==> src/rtl/sram_a.sv <==

==> src/rtl/sram_a_loader_pkg.sv <==
// Shared definitions for the SRAM_a frame loader.
// Contents:
//   loader_state_e     - loader FSM encoding (IDLE/LOAD/LAST/DONE)
//   NUM_BANKS          - number of SRAM_a banks (3x3 arrangement)
//   NUM_LANES          - pixels per SRAM word (2x2 block)
//   calc_bpr()         - banked words per block-row for a given image width
//   lane_to_mask()     - active-low byte mask that writes a single lane
package sram_a_loader_pkg;

  typedef enum logic [1:0] {
    ST_IDLE = 2'd0,
    ST_LOAD = 2'd1,
    ST_LAST = 2'd2,
    ST_DONE = 2'd3
  } loader_state_e;

  localparam int NUM_BANKS = 9;
  localparam int NUM_LANES = 4;

  // Each bank column holds every third 2x2 block of a block-row, so a
  // block-row spans ceil((IMG_W/2)/3) words in each bank.
  function automatic int calc_bpr(input int img_w);
    return (img_w / 2 + 2) / 3;
  endfunction

  // Lane 0 lives in the most significant byte, so it is cleared at bit 3.
  function automatic logic [3:0] lane_to_mask(input logic [1:0] lane);
    logic [3:0] mask;
    mask = 4'hF;
    mask[2'd3 - lane] = 1'b0;
    return mask;
  endfunction

endpackage

==> src/rtl/sram_a_addr_map.sv <==
// Combinational pixel-coordinate to SRAM_a location mapping.
// Ports:
//   row   in  - pixel row
//   col   in  - pixel column
//   bank  out - target bank 0..8, (br%3)*3 + (bc%3) with br=row/2, bc=col/2
//   waddr out - word address, (br/3)*BPR + (bc/3)
//   lane  out - byte lane inside the 2x2 word, (row%2)*2 + (col%2)
module sram_a_addr_map
  import sram_a_loader_pkg::*;
#(
  parameter int IMG_W      = 32,
  parameter int IMG_H      = 32,
  parameter int ADDR_WIDTH = 10,
  parameter int ROW_W      = 5,
  parameter int COL_W      = 5
) (
  input  logic [ROW_W-1:0]      row,
  input  logic [COL_W-1:0]      col,
  output logic [3:0]            bank,
  output logic [ADDR_WIDTH-1:0] waddr,
  output logic [1:0]            lane
);

  localparam int BPR = calc_bpr(IMG_W);

  logic [ROW_W-1:0] br_s;
  logic [COL_W-1:0] bc_s;
  logic [ROW_W-1:0] br_mod_s;
  logic [COL_W-1:0] bc_mod_s;
  logic [ROW_W-1:0] br_div_s;
  logic [COL_W-1:0] bc_div_s;

  // Block coordinates and their split into bank index and in-bank position.
  always_comb begin
    br_s     = row >> 1;
    bc_s     = col >> 1;
    br_mod_s = br_s % ROW_W'(3);
    bc_mod_s = bc_s % COL_W'(3);
    br_div_s = br_s / ROW_W'(3);
    bc_div_s = bc_s / COL_W'(3);
  end

  // Final bank, address and lane.
  always_comb begin
    bank  = 4'(br_mod_s) * 4'd3 + 4'(bc_mod_s);
    waddr = ADDR_WIDTH'(br_div_s) * ADDR_WIDTH'(BPR) + ADDR_WIDTH'(bc_div_s);
    lane  = {row[0], col[0]};
  end

endmodule

==> src/rtl/sram_a_loader.sv <==
// Front-end writer for the nine SRAM_a banks used by CONV1.
// Takes a raster-order pixel stream over valid/ready and issues one
// byte-masked write per accepted pixel, one cycle after the accept.
// Ports:
//   clk, srstn                 - clock, async active-low reset
//   load_start                 - pulse in IDLE starts a frame load
//   pixel_valid, pixel_data    - pixel stream input (row-major)
//   pixel_ready                - loader accepts a pixel this cycle
//   sram_write_enable_a0..a8   - per-bank write enable, active-low
//   sram_bytemask_a            - byte mask, active-low
//   sram_waddr_a, sram_wdata_a - shared write address / data
//   busy                       - loader is not IDLE
//   load_done                  - one-cycle pulse once the frame is resident
module sram_a_loader
  import sram_a_loader_pkg::*;
#(
  parameter int IMG_W                  = 32,
  parameter int IMG_H                  = 32,
  parameter int DATA_WIDTH             = 8,
  parameter int DATA_NUM_PER_SRAM_ADDR = 4,
  parameter int ADDR_WIDTH             = 10
) (
  input  logic                                     clk,
  input  logic                                     srstn,
  input  logic                                     load_start,
  input  logic                                     pixel_valid,
  input  logic [DATA_WIDTH-1:0]                    pixel_data,
  output logic                                     pixel_ready,
  output logic                                     sram_write_enable_a0,
  output logic                                     sram_write_enable_a1,
  output logic                                     sram_write_enable_a2,
  output logic                                     sram_write_enable_a3,
  output logic                                     sram_write_enable_a4,
  output logic                                     sram_write_enable_a5,
  output logic                                     sram_write_enable_a6,
  output logic                                     sram_write_enable_a7,
  output logic                                     sram_write_enable_a8,
  output logic [3:0]                               sram_bytemask_a,
  output logic [ADDR_WIDTH-1:0]                    sram_waddr_a,
  output logic [DATA_NUM_PER_SRAM_ADDR*DATA_WIDTH-1:0] sram_wdata_a,
  output logic                                     busy,
  output logic                                     load_done
);

  localparam int ROW_W  = (IMG_H > 1) ? $clog2(IMG_H) : 1;
  localparam int COL_W  = (IMG_W > 1) ? $clog2(IMG_W) : 1;
  localparam int WORD_W = DATA_NUM_PER_SRAM_ADDR * DATA_WIDTH;

  loader_state_e         state_q, state_d;
  logic [ROW_W-1:0]      row_q, row_d;
  logic [COL_W-1:0]      col_q, col_d;
  logic                  ready_q, ready_d;
  logic                  busy_q, busy_d;
  logic                  done_q, done_d;
  logic [NUM_BANKS-1:0]  we_q, we_d;
  logic [3:0]            mask_q, mask_d;
  logic [ADDR_WIDTH-1:0] waddr_q, waddr_d;
  logic [WORD_W-1:0]     wdata_q, wdata_d;

  logic                  accept_s;
  logic                  last_col_s;
  logic                  last_px_s;
  logic [3:0]            map_bank_s;
  logic [ADDR_WIDTH-1:0] map_waddr_s;
  logic [1:0]            map_lane_s;

  sram_a_addr_map #(
    .IMG_W      (IMG_W),
    .IMG_H      (IMG_H),
    .ADDR_WIDTH (ADDR_WIDTH),
    .ROW_W      (ROW_W),
    .COL_W      (COL_W)
  ) u_addr_map (
    .row   (row_q),
    .col   (col_q),
    .bank  (map_bank_s),
    .waddr (map_waddr_s),
    .lane  (map_lane_s)
  );

  // Handshake qualifiers; ready is registered and high exactly in LOAD.
  always_comb begin
    accept_s   = (state_q == ST_LOAD) & pixel_valid;
    last_col_s = (col_q == COL_W'(IMG_W - 1));
    last_px_s  = last_col_s & (row_q == ROW_W'(IMG_H - 1));
  end

  // Next state and raster counters.
  always_comb begin
    state_d = state_q;
    row_d   = row_q;
    col_d   = col_q;
    case (state_q)
      ST_IDLE: begin
        if (load_start) begin
          state_d = ST_LOAD;
          row_d   = '0;
          col_d   = '0;
        end else begin
          state_d = ST_IDLE;
        end
      end
      ST_LOAD: begin
        if (accept_s) begin
          if (last_px_s) begin
            // Clear rather than wrap: row would overflow for power-of-2 heights.
            state_d = ST_LAST;
            row_d   = '0;
            col_d   = '0;
          end else if (last_col_s) begin
            col_d = '0;
            row_d = row_q + ROW_W'(1);
          end else begin
            col_d = col_q + COL_W'(1);
          end
        end else begin
          state_d = ST_LOAD;
        end
      end
      ST_LAST: state_d = ST_DONE;
      ST_DONE: state_d = ST_IDLE;
      default: state_d = ST_IDLE;
    endcase
  end

  // Registered output values; address/data hold between strobes.
  always_comb begin
    we_d    = '1;
    mask_d  = 4'hF;
    waddr_d = waddr_q;
    wdata_d = wdata_q;
    if (accept_s) begin
      we_d    = ~(NUM_BANKS'(1) << map_bank_s);
      mask_d  = lane_to_mask(map_lane_s);
      waddr_d = map_waddr_s;
      wdata_d = {DATA_NUM_PER_SRAM_ADDR{pixel_data}};
    end else begin
      we_d   = '1;
      mask_d = 4'hF;
    end
    ready_d = (state_d == ST_LOAD);
    busy_d  = (state_d != ST_IDLE);
    done_d  = (state_d == ST_DONE);
  end

  // State, counters and output registers.
  always_ff @(posedge clk or negedge srstn) begin
    if (!srstn) begin
      state_q <= ST_IDLE;
      row_q   <= '0;
      col_q   <= '0;
      ready_q <= 1'b0;
      busy_q  <= 1'b0;
      done_q  <= 1'b0;
      we_q    <= '1;
      mask_q  <= 4'hF;
      waddr_q <= '0;
      wdata_q <= '0;
    end else begin
      state_q <= state_d;
      row_q   <= row_d;
      col_q   <= col_d;
      ready_q <= ready_d;
      busy_q  <= busy_d;
      done_q  <= done_d;
      we_q    <= we_d;
      mask_q  <= mask_d;
      waddr_q <= waddr_d;
      wdata_q <= wdata_d;
    end
  end

  assign pixel_ready          = ready_q;
  assign busy                 = busy_q;
  assign load_done            = done_q;
  assign sram_bytemask_a      = mask_q;
  assign sram_waddr_a         = waddr_q;
  assign sram_wdata_a         = wdata_q;
  assign sram_write_enable_a0 = we_q[0];
  assign sram_write_enable_a1 = we_q[1];
  assign sram_write_enable_a2 = we_q[2];
  assign sram_write_enable_a3 = we_q[3];
  assign sram_write_enable_a4 = we_q[4];
  assign sram_write_enable_a5 = we_q[5];
  assign sram_write_enable_a6 = we_q[6];
  assign sram_write_enable_a7 = we_q[7];
  assign sram_write_enable_a8 = we_q[8];

endmodule

==> config.mk <==
export PLATFORM = sky130hd
export DESIGN_NAME = sram_a_loader
export DESIGN_NICKNAME = d
export VERILOG_FILES = /design/src/rtl/sram_a.sv /design/src/rtl/sram_a_loader_pkg.sv /design/src/rtl/sram_a_addr_map.sv /design/src/rtl/sram_a_loader.sv
export SDC_FILE = /design/constraint.sdc
export NUM_CORES = 1
export LEC_CHECK = 0
export CAP_MARGIN = 20
export CORE_MARGIN = 8
export CORE_UTILIZATION = 45
export CTS_BUF_LIST = sky130_fd_sc_hd__clkbuf_8
export CTS_CLUSTER_SIZE = 20
export DETAILED_ROUTE_END_ITERATION = 12
export PLACE_DENSITY = 0.74
export SYNTH_ARGS = -nofsm -noshare
export SYNTH_HDL_FRONTEND = slang
export SYNTH_SLANG_ARGS = --single-unit
==> constraint.sdc <==
create_clock -name clk -period 6 [get_ports clk]
set_input_delay 0.9 -clock clk [delete_from_list [all_inputs] [get_ports clk]]
set_output_delay 0.9 -clock clk [all_outputs]
set_load 0.01 [all_outputs]
==> impl_results.md, run 1 <==
- Die area: 9230 um^2
- Clock sink total: 43
- Crit end category: flip-flop
- Skew-Pair Late Insertion Delay: roughly 300 ps
- Antenna cells: 0
- Largest family of logic cells by synthesized area: simple AND/OR/NAND/NOR gates
- Setup TNS: 0 ps
- Port Buf Inserts: between 60 and 70
- CTS tree: built
- Max incr delay on CP: between 600 and 700 ps
- CTS HTree Levels: 2
- Worst path slowest cell: dfrtp_1
- Vias in the first global route: approximately 2.1k
- Sequential-to-total area share from yosys stat: 0.378
- Pwr Density: between 500 and 600 nW/um^2
- Initial Util: 0.460
- Fraction of synthesized area in multiplexers: 0.0104
- Num CTS Buffers: 5
- #FFs+latches synth: 43
- Area grow syn2layout: 21.2%
- Simple-gate share of the synthesized area: 0.215
- XOR/XNOR Fraction of Synth Area: 0.0511
- Post-CTS Resized: 0
- Final net count: ~400
- DRC viols: 0
- Die Width: ~96 um
- Fill cells: approximately 570
- Leakage power: 1.50 nW
- Most instantiated library cell after synthesis: nand2_1
- Final hold violation count: 0
- First DRT Iteration DRCs: ~110
- Synth area leaders: dfrtp_1 (26%), dfstp_2 (12%), ha_1 (7.4%)
- Min Tclk post-route: roughly 5100 ps
- ANT nets after route: 0
- Top cells by count, synth: nand2_1 (56), dfrtp_1 (30), buf_4 (28)
- Top-Level Pins: 70
- GRT Overall Usage: 0.140
- WP buf/inv: 2
- Maximum fanout along the worst path: 16
- Post-Syn Instances: between 300 and 400
- Status: completed
- Die height: 96.1 um
- Fmax: 196 MHz
- Dpl cells: 430
- Unrepaired setup endpoints after global routing: false
- CP Class: flip-flop to flip-flop
- Row count: 29
- Post-synth EDFFs: 0
- Detailed Place HPWL: between 4000 and 5000 um
- Via count: ~2.3k
- Synth Cell Area: 2890 um^2
- Buffer levels on the longest clock path: 2
- Worst EP arrival: roughly 5300 ps
- Post-CTS repair timing setup buffer count: 0
- Avg Inst Size Synth: 8.88 um^2
- Final setup vio count: 0
- Slew @ Worst Pin: between 900 and 1000 ps
- Drt pass-1 iters: 4
- Slew headroom: 0.380
- Layout cells sized above 1: 0.0773
- Global route overflow: 0
- Wirelength, routed: ~6300 um
- YS warnings: 0
- Peak supply drop: 0.315 mV
- Crit-path cells: ha_1, a21oi_1, nand2_1, o21ai_0, ha_1, or4b_1, a32o_1, nand3b_1, mux2i_1, fa_1, inv_1, ha_1, inv_1, fa_1, xor2_1, xnor2_1, xnor2_2, nand4b_1
- Compound-Gate Fraction of Synth Area: 0.123
- Layout Cells excl Fill: around 440
- Core area: roughly 6300 um^2
- Synth async-reset ratio: 1.00
- Startpoint types: flip-flop
- Netlist cell types: 52
- Max-cap violations: 0
- Yosys top cell area share: 0.260
- First-pass GRT wire length: 10,200 um
- Routability cong.: 0.941
- Area occupied by multi-input gates: approximately 1500 um^2
- Required @ worst endpoint: ~6200 ps
- DR WL/cell: between 10 and 15 um
- Hold_buf cts: 0
- Worst-path clk slew: about 80 ps
- Root buf cell: clkbuf_8
- Most used cell along the critical path: ha_1
- Layout Skew: ~5.9 ps
- Largest net degree at the start of global routing: 44
- CP delay by family, top: adder cells
- Sequential Area: approximately 1100 um^2
- Max-slew violations: 0
- Synth Flop Type: dfrtp_1
- Period utilization: 0.852
- Largest area contributor in the netlist: dfrtp_1
- Vias per std cell: 5.19
- Synth Area in Adders: 0.108
- Hold Path Class: flip-flop to flip-flop
- Initial antenna violation count: 0
-- kinds of logic after synthesis --
group | after synthesis
AOI/OAI and AO/OA | 55
muxes | 3
buffers and inverters | 57
other | 1
xor gates and xnor gates | 16
adders and majority gates | 22
and+or+nand+nor | 128
DFF | 43
-- state kept, by name, indices dropped and copies added, names as in the netlist --
register	flops
busy	1
col_q	5
load_done	1
pixel_ready	1
row_q	5
sram_bytemask_a	4
sram_waddr_a	7
sram_wdata_a	8
state_q	2
we_q	9
-- where the power goes --
part | internal (W) | total, W | leakage, nW | switching (W)
Sequential | 0.000363 | 0.000452 | 0.518 | 0.0000889
Combinational | 0.000512 | 0.00110 | 0.919 | 0.000593
Clock | 0.000121 | 0.000218 | 0.0607 | 0.0000972
-- routing by layer --
layer  global-route usage  share of wire  up-vias
met5                    0              0        -
met4               0.0461          0.011        0
met3               0.0374          0.079        8
met2                0.247           0.48       55
met1                0.161           0.43     1068
li1                     -              -     1148
-- metrics by stage --
step                cell area [um^2]  hold WS [ps]   util  power, W  setup slack, ps
floorplan                       2890           470      -   0.00129             1220
global placement                3390           461  0.539   0.00152             1080
detailed placement              3390           468  0.539   0.00157              840
CTS                             3490           488  0.556   0.00179              815
global route                    3500           522  0.558   0.00193              525
finish                          3500           482  0.558   0.00178              890
-- worst reg2reg max path, stage by stage (launching register included) --
cell and delay, ps:
dfrtp_1 610, ha_1 420, a21oi_1 80, nand2_1 70, o21ai_0 100, ha_1 340, or4b_1 530, a32o_1 300
nand3b_1 290, mux2i_1 370, fa_1 480, inv_1 70, ha_1 140, inv_1 40, fa_1 360, xor2_1 160
xnor2_1 160, xnor2_2 330, nand4b_1 160
-- layout make-up --
cell class,count,share of cell area
clock buffer,5,0.0197
tap,77,0.0275
multi-input combinational,227,0.422
sequential,43,0.312
timing repair buffer,67,0.189
clock inverter,3,0.0107
inverter,17,0.0182
-- layout by cell type (no fill, tap or decap), drive strengths merged, types with 2 or more instances in the layout --
cell,instances
nand4,4
fa,5
nand4b,2
o22ai,2
nand3b,2
conb,3
nand3,12
and3,5
nand2b,3
inv,19
dfstp,13
buf,2
a31o,2
clkbuf,5
a31oi,4
nor3,5
a21oi,12
or3,2
o31ai,3
xor2,6
nor2,21
and2,2
a211oi,3
o21ai,18
ha,17
xnor2,10
dfrtp,30
mux2i,3
nand2,56
nor2b,8
clkdlybuf4s50,65
-- final timing paths --
kind                                 start               end  slack [ps]  cells past startpoint
setup / recovery                  row_q[3]           we_q[5]         890                     18
min in group asynchronous            srstn          col_q[3]         740                      1
hold / removal             sram_waddr_a[6]   sram_waddr_a[6]         480                      2
max in group asynchronous            srstn  sram_wdata_a[25]        4690                      1
setup reg to reg                  row_q[3]           we_q[5]         890                     18
hold reg to reg            sram_waddr_a[6]   sram_waddr_a[6]         480                      2
Note: power is estimated with default switching activity, not from simulation.
==> inputs of run 2 (changes only) <==
- PLACE_DENSITY: 0.74 -> 0.72
- SYNTH_HIERARCHICAL: default -> 1
==> run 2 against run 1 <==
Against the previous run: die area rose by 8.5%; sequential power fell by 4%; setup slack got worse by 97 ps; first-iteration DRC count fell by 38%; flip-flop and latch count rose by 3; clock power rose by 8%; global-route usage fell by 0.76 points; fmax fell by 1.9%; largest cell class unchanged.
==> impl_results.md, run 2 <==
- Core area: 6830 um^2 (+8.8%)
- Compound-Gate Fraction of Synth Area: 0.108 (-0.0149)
- Synth Cell Area: 3180 um^2 (+10%)
- Required @ worst endpoint: 6210 ps (about the same)
- Fmax: 192 MHz (-1.9%)
- Synth async-reset ratio: 1.00 (unchanged)
- Die area: 10,000 um^2 (+8.5%)
- Antenna cells: 0 (unchanged)
- Vias per std cell: 5.07 (-2.3%)
- Vias in the first global route: 2,368 (+10%)
- Via count: 2,415 (+6.0%)
- Largest family of logic cells by synthesized area: simple AND/OR/NAND/NOR gates
- Yosys top cell area share: 0.260 (-0.000440)
- Top-Level Pins: 70 (unchanged)
- Worst EP arrival: 5410 ps (+100 ps)
- Setup TNS: 0 ps (unchanged)
- Post-synth EDFFs: 0 (unchanged)
- Die Width: 100 um (+4.1%)
- Simple-gate share of the synthesized area: 0.236 (+0.0214)
- Crit-path cells: ha_1, and3b_1, a22oi_2, xor2_1, ha_1, a21oi_1, or3b_4, o22ai_1, fa_1, inv_1, ha_1, inv_1, fa_1, xnor2_1, xnor2_1, xnor2_1, xnor3_1, nor2b_1, nand4_1
- Unrepaired setup endpoints after global routing: false
- DRC viols: 0 (unchanged)
- Peak supply drop: 0.113 mV (-64%)
- CP delay by family, top: adder cells
- Synth Area in Adders: 0.0983 (-0.0100)
- YS warnings: 6 (+6)
- #FFs+latches synth: 46 (+7.0%)
- Startpoint types: flip-flop
- Netlist cell types: 60 (+15%)
- Pwr Density: 362 nW/um^2 (-29%)
- Routability cong.: 0.776 (-18%)
- Final net count: 413 (+4.6%)
- Commonest non-fill, non-tap cells in the layout: nand2_1 (74), clkdlybuf4s50_1 (68), dfrtp_1 (33)
- DR WL/cell: 13.6 um (-5.9%)
- Worst setup margin: 792 ps (-97.5 ps)
- ANT nets after route: 0 (unchanged)
- Fill cells: 609 (+6.7%)
- CTS HTree Levels: 2 (unchanged)
- Clock sink total: 46 (+7.0%)
- Drt pass-1 iters: 4 (unchanged)
- Slew headroom: 0.356 (-0.0233)
- Area occupied by multi-input gates: 1630 um^2 (+10%)
- Avg Inst Size Synth: 9.19 um^2 (+3.5%)
- First-pass GRT wire length: 11,000 um (+7.5%)
- Leakage power: 1.75 nW (+17%)
- Layout Skew: 8.10 ps (+2.22 ps)
- CTS tree: built
- Initial antenna violation count: 0 (unchanged)
- Top cells by count, synth: nand2_1 (74), dfrtp_1 (33), buf_4 (30)
- Worst-path clk slew: 80 ps (about the same)
- Hold Path Class: input port to asynchronous set/reset pin
- Area grow syn2layout: 19.4%
- Initial Util: 0.466 (+0.00573)
- Maximum fanout along the worst path: 12 (-4)
- CP Class: flip-flop to flip-flop
- Largest net degree at the start of global routing: 47 (+6.8%)
- Synth area leaders: dfrtp_1 (26%), dfstp_2 (11%), nand2_1 (8.7%)
- Hold_buf cts: 0 (unchanged)
- Largest area contributor in the netlist: dfrtp_1
- Max-cap violations: 0 (unchanged)
- Max incr delay on CP: 500 ps (-110 ps)
- Detailed Place HPWL: 4750 um (-2.7%)
- Final setup vio count: 0 (unchanged)
- Wirelength, routed: 6450 um (+2.0%)
- Max-slew violations: 0 (unchanged)
- Num CTS Buffers: 5 (unchanged)
- Worst path slowest cell: dfrtp_1
- Buffer levels on the longest clock path: 2 (unchanged)
- Fraction of synthesized area in multiplexers: 0.0181 (+0.00769)
- Post-CTS repair timing setup buffer count: 0 (unchanged)
- Number of flip-flops in the largest register: 10 (+1)
- Most instantiated library cell after synthesis: nand2_1
- Crit end category: flip-flop
- Status: completed
- First DRT Iteration DRCs: 69 (-38%)
- Port Buf Inserts: 69 (+4.5%)
- Die height: 100 um (+4.1%)
- Post-CTS Resized: 0 (unchanged)
- Row count: 30 (+3.4%)
- Skew-Pair Late Insertion Delay: 300 ps (about the same)
- Sequential-to-total area share from yosys stat: 0.367 (-0.0114)
- Slew @ Worst Pin: 963 ps (+32.0 ps)
- Sequential Area: 1170 um^2 (+6.9%)
- XOR/XNOR Fraction of Synth Area: 0.0484 (-0.00276)
- GRT Overall Usage: 0.133 (-0.00761)
- WP buf/inv: 2 (unchanged)
- Min Tclk post-route: 5210 ps (+97.5 ps)
- Final hold violation count: 0 (unchanged)
- Root buf cell: clkbuf_8
- Global route overflow: 0 (unchanged)
- Worst slack, placed: 771 ps (-69.4 ps)
- Synth Flop Type: dfrtp_1
- Period utilization: 0.868 (+0.0162)
- Post-Syn Instances: 346 (+6.5%)
- Commonest non-fill, non-tap cell in the layout: nand2_1
- Layout cells sized above 1: 0.105 (+0.0279)
==> run 2: cell count changes after synthesis, moves of 3 or more <==
cell	before	now
o21ai_0	17	13
dfrtp_1	30	33
nand3b_1	2	6
a211oi_1	3	0
a21oi_1	12	9
buf_6	0	3
inv_1	17	11
nor2_1	21	14
nand3_1	12	7
nand2_1	56	74
==> run 2: worst reg2reg max path: stages, from the launching register on <==
cell	delay, ps
dfrtp_1	500
ha_1	410
and3b_1	230
a22oi_2	300
xor2_1	180
ha_1	240
a21oi_1	230
or3b_4	440
o22ai_1	230
fa_1	450
inv_1	70
ha_1	140
inv_1	50
fa_1	370
xnor2_1	170
xnor2_1	150
xnor2_1	160
xnor3_1	380
nor2b_1	260
nand4_1	140
==> run 2: final cells by class <==
| class | instances | area share |
|---|---|---|
| repair buffers | 71 | 0.190 |
| clock inverters | 2 | 0.00890 |
| well taps | 96 | 0.0316 |
| flip-flops and latches | 46 | 0.307 |
| clock buffers | 6 | 0.0217 |
| inverters | 11 | 0.0109 |
| multi-input cells | 244 | 0.430 |
==> run 2: cells by family after synthesis <==
family,count (synthesis)
compound gates,51
xor+xnor,16
fa+ha+maj,22
buf+inv,58
flops,46
mux,5
other cells,1
simple gates,147
==> run 2: report_power, final <==
| group | internal (W) | total, W | switching, W |
|---|---|---|---|
| Sequential | 0.000367 | 0.000435 | 0.0000685 |
| Combinational | 0.000336 | 0.000704 | 0.000368 |
| Clock | 0.000134 | 0.000235 | 0.000100 |
| Total | 0.000837 | 0.00137 | 0.000536 |
==> run 2: worst paths after layout <==
kind                                       from         endpoint  slack (ps)  cells after the start
worst max-delay path                   col_q[3]          we_q[7]         790                     19
worst min-delay path                      srstn  sram_waddr_a[0]         480                      1
worst max register to register         col_q[3]          we_q[7]         790                     19
worst min register to register  sram_waddr_a[9]  sram_waddr_a[9]         480                      2
max in group asynchronous                 srstn          we_q[1]        4990                      2
min in group clk                sram_waddr_a[9]  sram_waddr_a[9]         480                      2
==> run 2: metrics by stage <==
| stage | instances | hold slack, ps | cell area [um^2] | util | power (W) |
|---|---|---|---|---|---|
| finish | 476 | 479 | 3800 | 0.556 | 0.00137 |
| global route | 476 | 487 | 3800 | 0.556 | 0.00150 |
| CTS | 474 | 484 | 3760 | 0.551 | 0.00138 |
| detailed placement | 466 | 463 | 3650 | 0.534 | 0.00115 |
| global placement | 466 | 460 | 3650 | 0.534 | 0.00112 |
| floorplan | 348 | 476 | 3190 | - | 0.000969 |
==> run 2: routing by layer <==
metal / GRT usage / wire, um / up-vias
met4: 0.0547 / 99 / 0
met1: 0.152 / 2770 / 1131
met2: 0.230 / 3050 / 72
met5: 0 / 0 / -
li1: - / - / 1205
met3: 0.0339 / 535 / 7
